### config.mk
export PLATFORM = sky130hd
export DESIGN_NAME = connection_block_cfg_loader
export DESIGN_NICKNAME = d
export VERILOG_FILES = /design/src/rtl/cb_cfg_pkg.sv /design/src/rtl/connection_block_cfg_loader_shadow.sv /design/src/rtl/connection_block_cfg_loader.sv
export SDC_FILE = /design/constraint.sdc
export NUM_CORES = 1
export LEC_CHECK = 0
export BUFFER_PORTS_ARGS = -buffer_cell sky130_fd_sc_hd__buf_2
export CAP_MARGIN = 10
export CORE_ASPECT_RATIO = 0.7
export CORE_MARGIN = 8
export CORE_UTILIZATION = 25
export DETAILED_ROUTE_END_ITERATION = 7
export GPL_ROUTABILITY_DRIVEN = 1
export PLACE_DENSITY = 0.45
export SETUP_SLACK_MARGIN = 0.15
export SLEW_MARGIN = 20
export SYNTH_ARGS = -nofsm -noshare
export SYNTH_HDL_FRONTEND = slang
export SYNTH_SLANG_ARGS = --single-unit
### constraint.sdc
create_clock -name clk -period 3.3 [get_ports clk]
set_input_delay 0.33 -clock clk [delete_from_list [all_inputs] [get_ports clk]]
set_output_delay 0.33 -clock clk [all_outputs]
set_load 0.005 [all_outputs]
### src/rtl/cb_cfg_pkg.sv
// Shared constants, sizing helper and counter-state type for the
// connection block configuration loader.
package cb_cfg_pkg;

  localparam int CB_W       = 16;
  localparam int CB_DATAIN  = 3;
  localparam int CB_DATAOUT = 2;

  typedef enum logic [1:0] {
    EMPTY,
    PARTIAL,
    FULL
  } cfg_state_t;

  function automatic int cfg_nbits(input int w, input int din, input int dout);
    return w * (din + dout);
  endfunction

endpackage

### src/rtl/connection_block_cfg_loader_shadow.sv
// Shadow shift register for the configuration loader; new bits enter at the
// top and the oldest bit leaves through dout (bit 0) towards the next loader.
module cfg_shadow_shift #(
  parameter int NBITS = 80
) (
  input  logic             clk,
  input  logic             rst_n,
  input  logic             en,
  input  logic             din,
  output logic [NBITS-1:0] sh,
  output logic             dout
);

  logic [NBITS-1:0] sh_next;

  generate
    for (genvar gi = 0; gi < NBITS; gi++) begin : g_bit
      if (gi == NBITS - 1) begin : g_top
        assign sh_next[gi] = en ? din : sh[gi];
      end else begin : g_body
        assign sh_next[gi] = en ? sh[gi+1] : sh[gi];
      end
    end
  endgenerate

  always_ff @(posedge clk) begin
    if (!rst_n) begin
      sh <= '0;
    end else begin
      sh <= sh_next;
    end
  end

  assign dout = sh[0];

endmodule

### src/rtl/connection_block_cfg_loader.sv
// Serial config loader for one connection block: shift into a shadow register,
// commit atomically to c. Build macro CFG_PARITY_EN adds an even-parity gate.
module connection_block_cfg_loader
  import cb_cfg_pkg::*;
#(
  parameter int  W       = CB_W,
  parameter int  DATAIN  = CB_DATAIN,
  parameter int  DATAOUT = CB_DATAOUT,
  localparam int NBITS   = cfg_nbits(W, DATAIN, DATAOUT),
  localparam int CW      = $clog2(NBITS + 1)
) (
  input  logic             clk,
  input  logic             rst_n,
  input  logic             cfg_en,
  input  logic             cfg_in,
  output logic             cfg_out,
  input  logic             cfg_load,
  input  logic             cfg_par,
  output logic [NBITS-1:0] c,
  output logic             cfg_done,
  output logic             cfg_err
);

  localparam logic [CW-1:0] CNT_FULL = CW'(NBITS);

  logic [NBITS-1:0] sh;
  logic [NBITS-1:0] c_next;
  logic [CW-1:0]    cnt_reg, cnt_next;
  logic             done_next, err_next;
  logic             par_ok, commit_ok;
  cfg_state_t       state;

  cfg_shadow_shift #(.NBITS(NBITS)) u_shadow (
    .clk  (clk),
    .rst_n(rst_n),
    .en   (cfg_en),
    .din  (cfg_in),
    .sh   (sh),
    .dout (cfg_out)
  );

`ifdef CFG_PARITY_EN
  assign par_ok = ((^sh) == cfg_par);
`else
  logic unused_par;
  assign unused_par = cfg_par;
  assign par_ok     = 1'b1;
`endif

  always_comb begin
    state = PARTIAL;
    if (cnt_reg == '0) state = EMPTY;
    else if (cnt_reg == CNT_FULL) state = FULL;
  end

  assign commit_ok = cfg_load && (state == FULL) && par_ok;

  // A shift coinciding with a successful commit is the first bit of the next frame.
  always_comb begin
    cnt_next  = cnt_reg;
    c_next    = c;
    done_next = commit_ok;
    err_next  = cfg_err;
    if (commit_ok) begin
      cnt_next = cfg_en ? CW'(1) : '0;
      c_next   = sh;
      err_next = 1'b0;
    end else begin
      if (cfg_load) err_next = 1'b1;
      if (cfg_en && (state != FULL)) cnt_next = cnt_reg + 1'b1;
    end
  end

  always_ff @(posedge clk) begin
    if (!rst_n) begin
      cnt_reg  <= '0;
      c        <= '0;
      cfg_done <= 1'b0;
      cfg_err  <= 1'b0;
    end else begin
      cnt_reg  <= cnt_next;
      c        <= c_next;
      cfg_done <= done_next;
      cfg_err  <= err_next;
    end
  end

endmodule

==> summary.md, run 1 <==
The run finished with clean final reports. The clock share of power was 48.5%; the synthesized area per cell was 9.301 µm². Of all cell types, the one taking the most synthesized area is dfxtp_1.

The total number of vias is 4888. For the pin count of the biggest net entering global routing, the log shows 68. Setup repair after global routing left no endpoint under its margin.

The logs give 0 for the number of endpoints with negative hold slack in the final report and 3383 µm² for the combined flip-flop and latch cell area. Buffers placed on the I/O ports in this run total 87. The logs give 2606 for the number of inserted filler cells in the final layout and 4 for the number of iterations in the first detailed-routing pass. The worst setup path is launched from a flip-flop.

For the number of cells in the design after placement, the log shows 1037. For this run, the top clock speed supported by timing is 509.6 MHz. In the final layout, the multi-input gates occupy 2596 µm². In this run the power spent charging and discharging nets is 965.2 µW. The run gives 0 as the final count of negative-setup-slack endpoints. The number of buffers and inverters on the critical path is 2.

Total clock buffers created by CTS: 17. Sequential cells account for 47.2% of the total power. The run gives 169 as the number of clock sinks.

Detailed placement ended at an HPWL of 9662 µm. By area the synthesized netlist is led by dfxtp_1 (54%), mux2i_1 (13%), a21oi_1 (6.6%), nand3_1 (6.5%), nor2_1 (5.1%). The floorplan has 48 rows. Summed over all layers, the global routing overflow is 0. The flop and latch count out of synthesis was 169. The tools report the max-slew violation count as 0. Measured on the finished design, the core utilization comes to 30.73%. Die area: 30560 µm². In this run the static leakage power is 0.003025 µW.

The finished layout holds 1068 standard cells, fillers aside. In this run the vertical extent of the chip is 148.7 µm. For the post-cts resize count, the log shows 0. The total negative slack is 0 ps.

After technology mapping, the gate count stands at 676. The clock tree skew after final layout is 11.74 ps, and the net switching share of the total power is 22.26%. After the last flow step, the layout net total stands at 739. The detailed-route DRC error count is 0, and the area share of the leading cell type in the synthesized netlist is 53.81%. The tools report the relative max-transition margin as 55.91%.

The cell family contributing the most delay on the critical path is buffers and inverters. Synthesis produced a netlist with a net count of 684. The count of unique library cells instantiated by Yosys is 32. The via count of the first global-routing pass was 4737.

The relative area change from synthesis to final layout was 20.64%. The largest incremental delay on the critical path was 530 ps; the via density per instance was 4.577. Summed over all layers, the routed wires come to 16070 µm.

At the worst endpoint, the required time is 3630 ps. Dividing the detail-routed wire length by the instance count gives 15.05 µm. Global routing consumed, over all layers together, 10.68% of the routing resources. The starting DRC count in detailed routing was 194; the share of layout cells above drive strength 1 was 18.17%. The H-tree was split into 4 levels. The share of the Yosys chip area taken by registers is 53.81%. The floorplan step set the die width to 205.5 µm. The area of the core came out at 24680 µm². Effective utilization at floorplan: 25.47%.

Summing all placed instances gives a cell area of 6969 µm². The worst hold path belongs to the class primary input to flip-flop. The run gives 0 as the reported max-cap violation count. Subtracting the final worst setup slack from the clock period gives 1962 ps. The tools report the combined area of all synthesized cells as 6287 µm². The run gives 430 ps as the clock insertion delay at the later pin of the skew report. Clock root buffer master: clkbuf_16. Routability-driven placement finished with a final weighted congestion of 0.6638. The run gives 26130 µm as the wire length of the first global-routing pass.

During I/O placement, the number of pins put on the boundary was 89. The number of hold buffers added after CTS was 0. The signal on the critical path passes through inv_1 -> ha_1 -> nand3b_1 -> buf_4 -> o21ai_1 -> a2111oi_2. The critical path class is flip-flop to flip-flop. Cell with the largest stage delay on the worst path: buf_4.

TritonCTS built the clock tree. STA classifies the critical path endpoint as a flip-flop. The tools report the internal power component as 3370 µW. Count of antenna diodes in the layout: 0. Data on the critical path arrives at its endpoint at 2290 ps.

The Yosys step of the flow raised 0 warnings. After clock tree synthesis, the setup repair step added 0 buffers. In this run the power density over the cells is 571.5 nW/µm². The clock-pin slew of the registers on the worst-case setup and hold paths is 70 ps, and the fraction of power consumed by combinational cells is 4.2%.

The detail route stage leaves a number of antenna-violating nets equal to 0. The worst-case IR drop observed on VDD is 0.0003505 V. Initial antenna violation count: 0. The sum of internal, switching and leakage power is 4335 µW. Counting along the longest clock path gives a buffer depth of 2.

The final critical path takes up 59.47% of the cycle. The finished cells cover 7585 µm². For the pin with the worst max-slew slack, the measured transition is 661.4 ps. Worst-path maximum fanout: 54.
## Yosys cell counts
cell	n
buf_4	8
ha_1	2
nand3_1	82
a211o_1	1
o31ai_1	1
buf_6	3
nand4bb_1	1
buf_1	3
dfxtp_1	169
nor2_1	85
or4_1	1
nor4b_2	1
and3b_1	1
a2111oi_2	1
and4bb_1	1
o21ai_1	52
o211ai_1	1
nor2b_1	1
nand3b_1	1
buf_2	20
nand4_1	2
a21oi_1	83
or3_1	1
inv_1	3
xor2_1	2
inv_2	1
nor3_1	2
clkbuf_1	29
mux2i_1	81
nand2_1	6
o21ai_0	30
a211oi_1	1
## stage by stage
stage          worst slack [ps]  hold slack [ps]
3_5_place_dp               1326            463.6
6_report                   1338            149.5
4_1_cts                    1306            119.9
3_3_place_gp               1349            460.5
2_1_floorplan              1865            451.5
5_1_grt                    1218            125.3
## worst min-delay path, cell delays in order
cell and delay, ps:
buf_2 80, mux2i_1 50, nor2_1 70
## path summary, 6_finish.rpt
path	startpoint	endpoint	slack [ps]	cells after the start
worst max-delay path	cnt_reg[0]$_SDFFE_PN0P_	cnt_reg[0]$_SDFFE_PN0P_	1340	6
worst min-delay path	cfg_in	u_shadow.sh[79]$_SDFFE_PN0P_	150	3
worst max register to register	cnt_reg[0]$_SDFFE_PN0P_	cnt_reg[0]$_SDFFE_PN0P_	1340	6
worst min register to register	c[66]$_SDFFE_PN0P_	c[66]$_SDFFE_PN0P_	470	2
## routing by layer
layer | wire, µm | GRT usage [%] | share of wire (%)
met5 | 0 | 0 | 0
met4 | 164 | 3.316 | 1.0
met3 | 948 | 4.173 | 5.9
met2 | 6449 | 14.52 | 40
met1 | 8508 | 15.09 | 53
## placed cells by master, fill, tap and decap left out, types with 4 or more instances in the layout
cell       netlist  final
a21oi_1         83     83
bufinv_16        0      4
o21ai_1         52     52
clkbuf_16        0     17
buf_2           20     86
nand3_1         82     82
o21ai_0         30     30
buf_4            8     10
mux2i_1         81     81
nor2_1          85     85
nand2_1          6      6
clkinv_2         0      4
dfxtp_1        169    169
## kinds of logic (layout without fill, tap and decap cells)
family,Yosys count,after routing,synth area share (%)
and+or+nand+nor,185,185,13.51
AOI/OAI and AO/OA,170,170,13.87
DFF,169,169,53.81
muxes,81,81,12.90
buffers and inverters,67,134,5.234
adders and majority gates,2,2,0.3979
xor gates and xnor gates,2,2,0.2787
## final cells by class
type                    count  area share (%)
clock buffers              19           5.840
clock inverters            12           2.276
well taps                 325           5.361
repair buffers             99           7.456
multi-input cells         440           34.23
flip-flops and latches    169           44.61
inverters                   4          0.2309
## power by group through the flow
stage	sequential, µW	combinational [µW]	clock, µW
after detailed placement	2090	187	0
after floorplan	2090	134	0
after CTS	2050	188	2200
after global placement	2090	189	0
final	2050	182	2100
after global routing	2050	198	2290
Note: power is estimated with default switching activity, not from simulation.
==> run 2: changes to the inputs <==
- clock period: 3.3 -> 1.95 ns (I/O delays scaled with it)
==> run 2 against run 1 <==
Effect of this change: clock-buffer cell count is 3 higher; utilization is 0.41 points higher; sequential share of layout area is 0.59 points lower; worst hold slack worse by 66 ps; final area is 1.3% higher; combinational power is 86% higher; clock power is 70% higher; largest power group unchanged.
==> summary.md, run 2 (synthesis gave the netlist of run 1 again) <==
The flow ran to the end, and the final reports show no timing, DRC or antenna violations. The maximum achievable frequency was 626.8 MHz; the worst-path maximum fanout was 26. Measured slew at the worst slew-check pin: 704.2 ps.

The analysis attributes to cell leakage a power of 0.003086 µW. Dividing total power by cell area gives a power density of 960.5 nW/µm². For this run, the post-layout net count is 746. Global routing finished with a remaining overflow of 0.

Critical path's top delay family: simple AND/OR/NAND/NOR gates. Setup repair after global routing left no endpoint under its margin. The tools report the clock root buffer master as clkbuf_16. Hold is met by 83.28 ps. The final instance count without filler cells is 1076. On the final layout, the worst clock skew is 8.134 ps.

TritonCTS created 17 clock buffers. At the later pin of the worst-skew pair, clock insertion delay measures 420 ps. The sort of element at the start of the critical path was a flip-flop. The total routing resource utilization after global routing is 10.49%.

Entering global routing, the biggest net connects 82 pins. The tools report the minimum setup slack among reg-to-reg paths as 350 ps. TritonCTS built the clock tree. Across the VDD grid, the largest voltage drop is 0.0005833 V. The logs give 5718 µW for the internal power component and 0 for the count of antenna diodes in the layout. In this run, the number of DRC markers left after iteration 0 of detailed routing was 218. In the routed layout, each cell is associated on average with a via count of 4.553. The total half-perimeter wirelength after legalization and detailed placement is 9705 µm.

In this run the count of I/O pins placed on the die edge is 89. The top cell types in the final layout, fill and taps aside, are dfxtp_1 (169), buf_2 (86), nor2_1 (85). The clock network is responsible for 48.5% of the overall power. The count of nets left with antenna violations after detail routing came out at 0. The cell with the largest stage delay on the worst path is nand4bb_4.

In this run the worst hold path is classified as primary input to flip-flop. The via count of the first global-routing pass was 4683. The first global-routing pass estimated 25990 µm of wire.

Of the total power, combinational logic draws 4.6%. The critical path goes through nand4bb_4 -> buf_4 -> o21ai_0 -> a21oi_1. The largest incremental delay on the critical path came out at 460 ps.

The relative max-transition margin was 53.05%. In this run the critical register-to-register path is captured at c[53]$_SDFFE_PN0P_. The initial utilization of the core area, before any placement, comes to 25.47%. After detailed routing, the number of remaining DRC violations is 0.

The cell depth of the worst hold path was 3; the max-slew violation count was 0. Measured along the y axis, the die boundary spans 148.7 µm. The number of clock sinks came out at 169. After layout, the minimum clock period comes to 1595 ps. The run gives 24680 µm² as the area of the core. For this run, the share of the core covered by cells in the final layout is 31.14%. Setup total negative slack on the finished layout was measured at 0 ps.

The source of the worst hold timing path is rst_n. Data required time of the worst path: 2220 ps. The logs give 46.9% for the part of the total power dissipated in sequential elements and 5 for the number of iterations in the first detailed-routing pass. In this run switching power makes up 22.55% of total power. The worst setup path is captured at a flip-flop. The clock-pin slew of the registers on the worst-case setup and hold paths is 70 ps, and the number of endpoints with negative hold slack in the final report is 0.

The number of inserted filler cells in the final layout is 2612, and the total of buffers placed on input and output ports is 87. For this block, the routed nets add up to 16080 µm of wire. The count of buffering cells on the critical path with inverters included came out at 1.

The worst register-to-register path begins at cnt_reg[3]$_SDFFE_PN0P_. The share of the clock period used by the worst path is 81.81%, and the initial antenna violation count is 0. The total number of vias is 4899, and the number of cell instances on the worst register-to-register path is 4. Critical path class: flip-flop to flip-flop.

Leaving out fill and tap cells, the most frequent cell in the layout is dfxtp_1. In this run the deepest clock path goes through 2 buffers. Setup violations remaining at the end of the flow were counted as 0. After detailed routing, the average wire length per cell comes to 14.94 µm. Once the clock tree was built, the setup fixing pass inserted 0 buffers. Worst-case hold path end point: cnt_reg[6]$_SDFFE_PN0P_. In this run the horizontal extent of the chip is 205.5 µm. H-tree depth reported by CTS: 4. The switching power summed over all nets was 1665 µW; the relative area change from synthesis to final layout was 22.25%.

The die covers 30560 µm². The arrival time reported for the critical path endpoint was 1870 ps; the reported max-cap violation count was 0. Of the cells placed in the final design, the portion with a size suffix greater than 1 is 18.91%.

Once placement completed, the tool counted placed cells totaling 1043. The number of rows created at floorplan is 48. The congestion estimate from routability-driven global placement came to 0.6759.
==> run 2: cell count changes in the layout (fill, tap and decap cells not counted) <==
cell,delta
buf_12,+3
buf_4,+3
clkbuf_8,+3
clkinv_4,+2
clkinvlp_4,-2
bufinv_16,-1
clkinv_2,-1
dlygate4sd3_1,+1
==> run 2: per-layer routing <==
metal	part of all wire [%]	vias to the layer above	GRT usage [%]
li1	-	2491	-
met1	55	2320	15.29
met5	0	-	0
met3	5.5	11	3.782
met4	0.86	0	2.567
met2	39	77	14.22
==> run 2: worst min-delay path: stages <==
cell and delay [ps]:
buf_2 140, nand2_1 70, o31ai_1 50
==> run 2: power groups by stage <==
stage / Sequential [µW] / Combinational (µW) / Clock (µW)
final: 3460 / 338 / 3580
after CTS: 3460 / 344 / 3700
after global routing: 3460 / 367 / 3830
after detailed placement: 3540 / 342 / 0
after floorplan: 3540 / 227 / 0
after global placement: 3540 / 344 / 0
==> run 2: final cells by class <==
class | instances | area (µm²) | share of cell area, %
Timing Repair Buffer | 106 | 658.1 | 8.563
Tap cell | 325 | 406.6 | 5.291
Multi-Input combinational cell | 440 | 2596 | 33.78
Inverter | 4 | 17.52 | 0.2279
Clock inverter | 10 | 140.1 | 1.823
Clock buffer | 22 | 484.2 | 6.300
Sequential cell | 169 | 3383 | 44.02
==> run 2: timing repair <==
item                                   in CTS  in global routing
hold buffers                                1                  0
gates resized for setup                     0                  0
endpoints found under the hold margin       1                  0
==> run 2: worst max path at each step <==
stage                                        from                  to  slack, ps  depth (start not counted)
final                     cnt_reg[3]$_SDFFE_PN0P_  c[53]$_SDFFE_PN0P_        350                          4
after floorplan           cnt_reg[0]$_SDFFE_PN0P_  c[10]$_SDFFE_PN0P_        520                          7
after detailed placement  cnt_reg[3]$_SDFFE_PN0P_  c[55]$_SDFFE_PN0P_        330                          4
after global routing      cnt_reg[4]$_SDFFE_PN0P_  c[51]$_SDFFE_PN0P_        200                          4
after global placement    cnt_reg[3]$_SDFFE_PN0P_  c[55]$_SDFFE_PN0P_        340                          4
after CTS                 cnt_reg[3]$_SDFFE_PN0P_  c[55]$_SDFFE_PN0P_        330                          4
==> run 2: metrics by stage <==
stage | total power [µW] | worst slack (ps) | area [µm²]
floorplan | 3769 | 515.2 | 6287
global placement | 3887 | 343.3 | 7052
detailed placement | 3885 | 333.6 | 7052
CTS | 7508 | 325.4 | 7686
global route | 7658 | 200.1 | 7686
finish | 7383 | 354.6 | 7686
==> run 3: changes to the inputs <==
- PLACE_DENSITY: 0.45 -> 0.47
- clock period: 1.95 -> 1.45 ns (I/O delays scaled with it)
==> run 3 against run 2 <==
Effect of this change: critical path depth increased by 3; clock-buffer cell count decreased by 1; sequential share of layout area decreased by 4.7 points; largest cell class unchanged; combinational power increased by 130%; clock power increased by 34%; non-clock buffer count increased by 40; maximum frequency increased by 15%; critical path type unchanged; register-to-register slack got worse by 290 ps.
==> summary.md, run 3 (synthesis gave the netlist of run 1 again) <==
The flow ran to the end, and the final reports show no timing, DRC or antenna violations. After detailed routing, the total wire length is 19600 µm. For the area taken by multi-input logic gates, the log shows 2841 µm². TritonCTS built the clock tree. After layout, the minimum clock period comes to 1387 ps.

The worst pin sits at a relative slew slack of 75.55%. Sort of element at the start of the critical path: a flip-flop. The count of nets left with antenna violations after detail routing is 0, and the measured slew at the worst slew-check pin is 366.8 ps. Summed over all cells, the static leakage comes to 0.003426 µW. The sequential cells in the finished layout cover a total of 3391 µm². For this run, the post-layout net count is 786.

Of the cells placed in the final design, the portion with a size suffix greater than 1 is 30.00%. In the layout the commonest cells are dfxtp_1 (165), buf_2 (86), nor2_1 (84). The clock tree synthesis step divided the H-tree into 4 levels. Global routing used 11.01% of the available tracks. Number of iterations in the first detailed-routing pass: 4. From bottom edge to top edge, the die measures 148.7 µm. The path class of the tightest hold or removal check is primary input to flip-flop. After clock tree synthesis, the clock-pin slew on the worst setup and hold paths is 70 ps. Setup violations remaining at the end of the flow were counted as 0. The effective utilization at floorplan is 25.47%, and the worst-path maximum fanout is 9.

Post-route worst hold slack: 26.85 ps. The filler cells instantiated in the layout total 2515. Leaving out fill and tap cells, the most frequent cell in the layout is dfxtp_1. The largest incremental delay on the critical path was 320 ps. The tools report the clock insertion delay at the later pin of the skew report as 430 ps.

The tool flagged a number of max-cap violations equal to 0. The total clock buffers created by CTS was 17; the total global routing overflow was 0. For this block, the via count after detailed routing is 5183.

The die span in x was 205.5 µm; the number of clock sinks was 169. Timing analysis after detailed placement gives a worst setup slack of -68.57 ps. The wire length of the first global-routing pass is 27050 µm.

The critical path goes through inv_2 -> ha_4 -> and3b_4 -> buf_12 -> buf_6 -> nand3_1 -> a21oi_1. The pin count of the biggest net entering global routing is 67, and the final worst-path setup slack is 62.52 ps. The via count of the first global-routing pass was 4853. The initial antenna violation count is 0. For this design the ratio of total power to cell area is 1185 nW/µm². The run gives 0 as the number of endpoints with negative hold slack in the final report. The max-slew violation count came out at 0. The area of the core was 24680 µm²; the peak ir drop on the vdd network was 0.0008469 V.

The tools report the total half-perimeter wirelength after legalization and detailed placement as 10170 µm. The number of rows created at floorplan is 48, and the number of placed I/O pins is 89. The critical path class was flip-flop to flip-flop. Relative to the synthesized area, the layout overhead comes to 37.27%. For this design, the slowest cell found on the critical path is dfxtp_2. The tools report the category of the worst setup path capture point as a flip-flop.

The share of the clock period used by the worst path was 95.69%. Summed over all failing endpoints, the final setup total negative slack is 0 ps. Input and output buffers added on the ports amount to 87. The number of antenna diodes in the final layout is 0.

Data required time of the worst path: 1810 ps. The detailed-route DRC error count is 0. Routability-driven placement finished with a final weighted congestion of 0.6880. In this run, the number of DRC markers left after iteration 0 of detailed routing was 305.

In this run the deepest clock path goes through 2 buffers. After detailed routing, the average wire length per cell comes to 17.58 µm. Dividing the detail-routed via count by the number of cells gives 4.648. The tools report the clock root buffer master as clkbuf_16. The logs give 30560 µm² for the die area and 720.7 MHz for the maximum achievable frequency. At the worst endpoint, the arrival time is 1750 ps.

Setup repair after global routing could not meet its margin everywhere. The clock tree skew after final layout was 10.91 ps.
-- run 3: changes by cell type in the layout (fill, tap and decap cells not counted), moves of 8 or more --
cell,previous run,this run
a21oi_1,83,74
a21oi_2,0,9
buf_12,6,14
buf_6,0,12
clkbuf_16,17,29
o21ai_0,30,0
o21ai_2,0,31
-- run 3: cell type report --
class                      count  share of cell area, %
clock inverter                10                  1.653
sequential                   169                  39.29
multi-input combinational    440                  32.92
timing repair buffer         146                  15.77
clock buffer                  21                  5.451
tap                          325                  4.712
inverter                       4                 0.2030
-- run 3: metal layers --
metal  up-vias  global-route usage (%)  wire length (µm)
met5         -                       0                 0
met4         0                   2.888               131
met3        11                   3.651               895
met2        89                   16.49              8652
met1      2494                   14.94              9918
li1       2589                       -                 -
-- run 3: worst paths after layout --
kind | start | to | slack [ps] | cells past startpoint
max | cnt_reg[0]$_SDFFE_PN0P_ | c[27]$_SDFFE_PN0P_ | 60 | 7
min | rst_n | cnt_reg[6]$_SDFFE_PN0P_ | 30 | 3
max reg2reg | cnt_reg[0]$_SDFFE_PN0P_ | c[27]$_SDFFE_PN0P_ | 60 | 7
min reg2reg | c[46]$_SDFFE_PN0P_ | c[46]$_SDFFE_PN0P_ | 460 | 2
-- run 3: where the power goes --
group	switching (µW)	internal [µW]
Combinational	451	323
Clock	1950	2850
Sequential	7.31	4650
Total	2410	7820
-- run 3: timing repair --
action / in CTS / in global routing
setup endpoints to repair: 86 / 88
hold buffers: 1 / 0
cloned: 1 / 19
hold endpoints to repair: 1 / 0
setup buffers: 2 / 10
pin swaps: 6 / 18
gates resized for setup: 54 / 56
-- run 3: per-stage QoR --
stage | utilization (%) | instances | area, µm² | power, µW
floorplan | - | 676 | 6317 | 5085
global placement | 29.03 | 1051 | 7166 | 5253
detailed placement | 29.03 | 1051 | 7166 | 5255
CTS | 32.07 | 1086 | 7916 | 10140
global route | 34.97 | 1115 | 8631 | 10620
finish | 34.97 | 1115 | 8631 | 10220
-- run 3: critical path, delay by kind of cell, from the launching register on --
kind	cells	cell delay [ps]
buf+inv	3	420
fa+ha+maj	1	130
simple gates	2	330
flops	1	320
compound gates	1	120
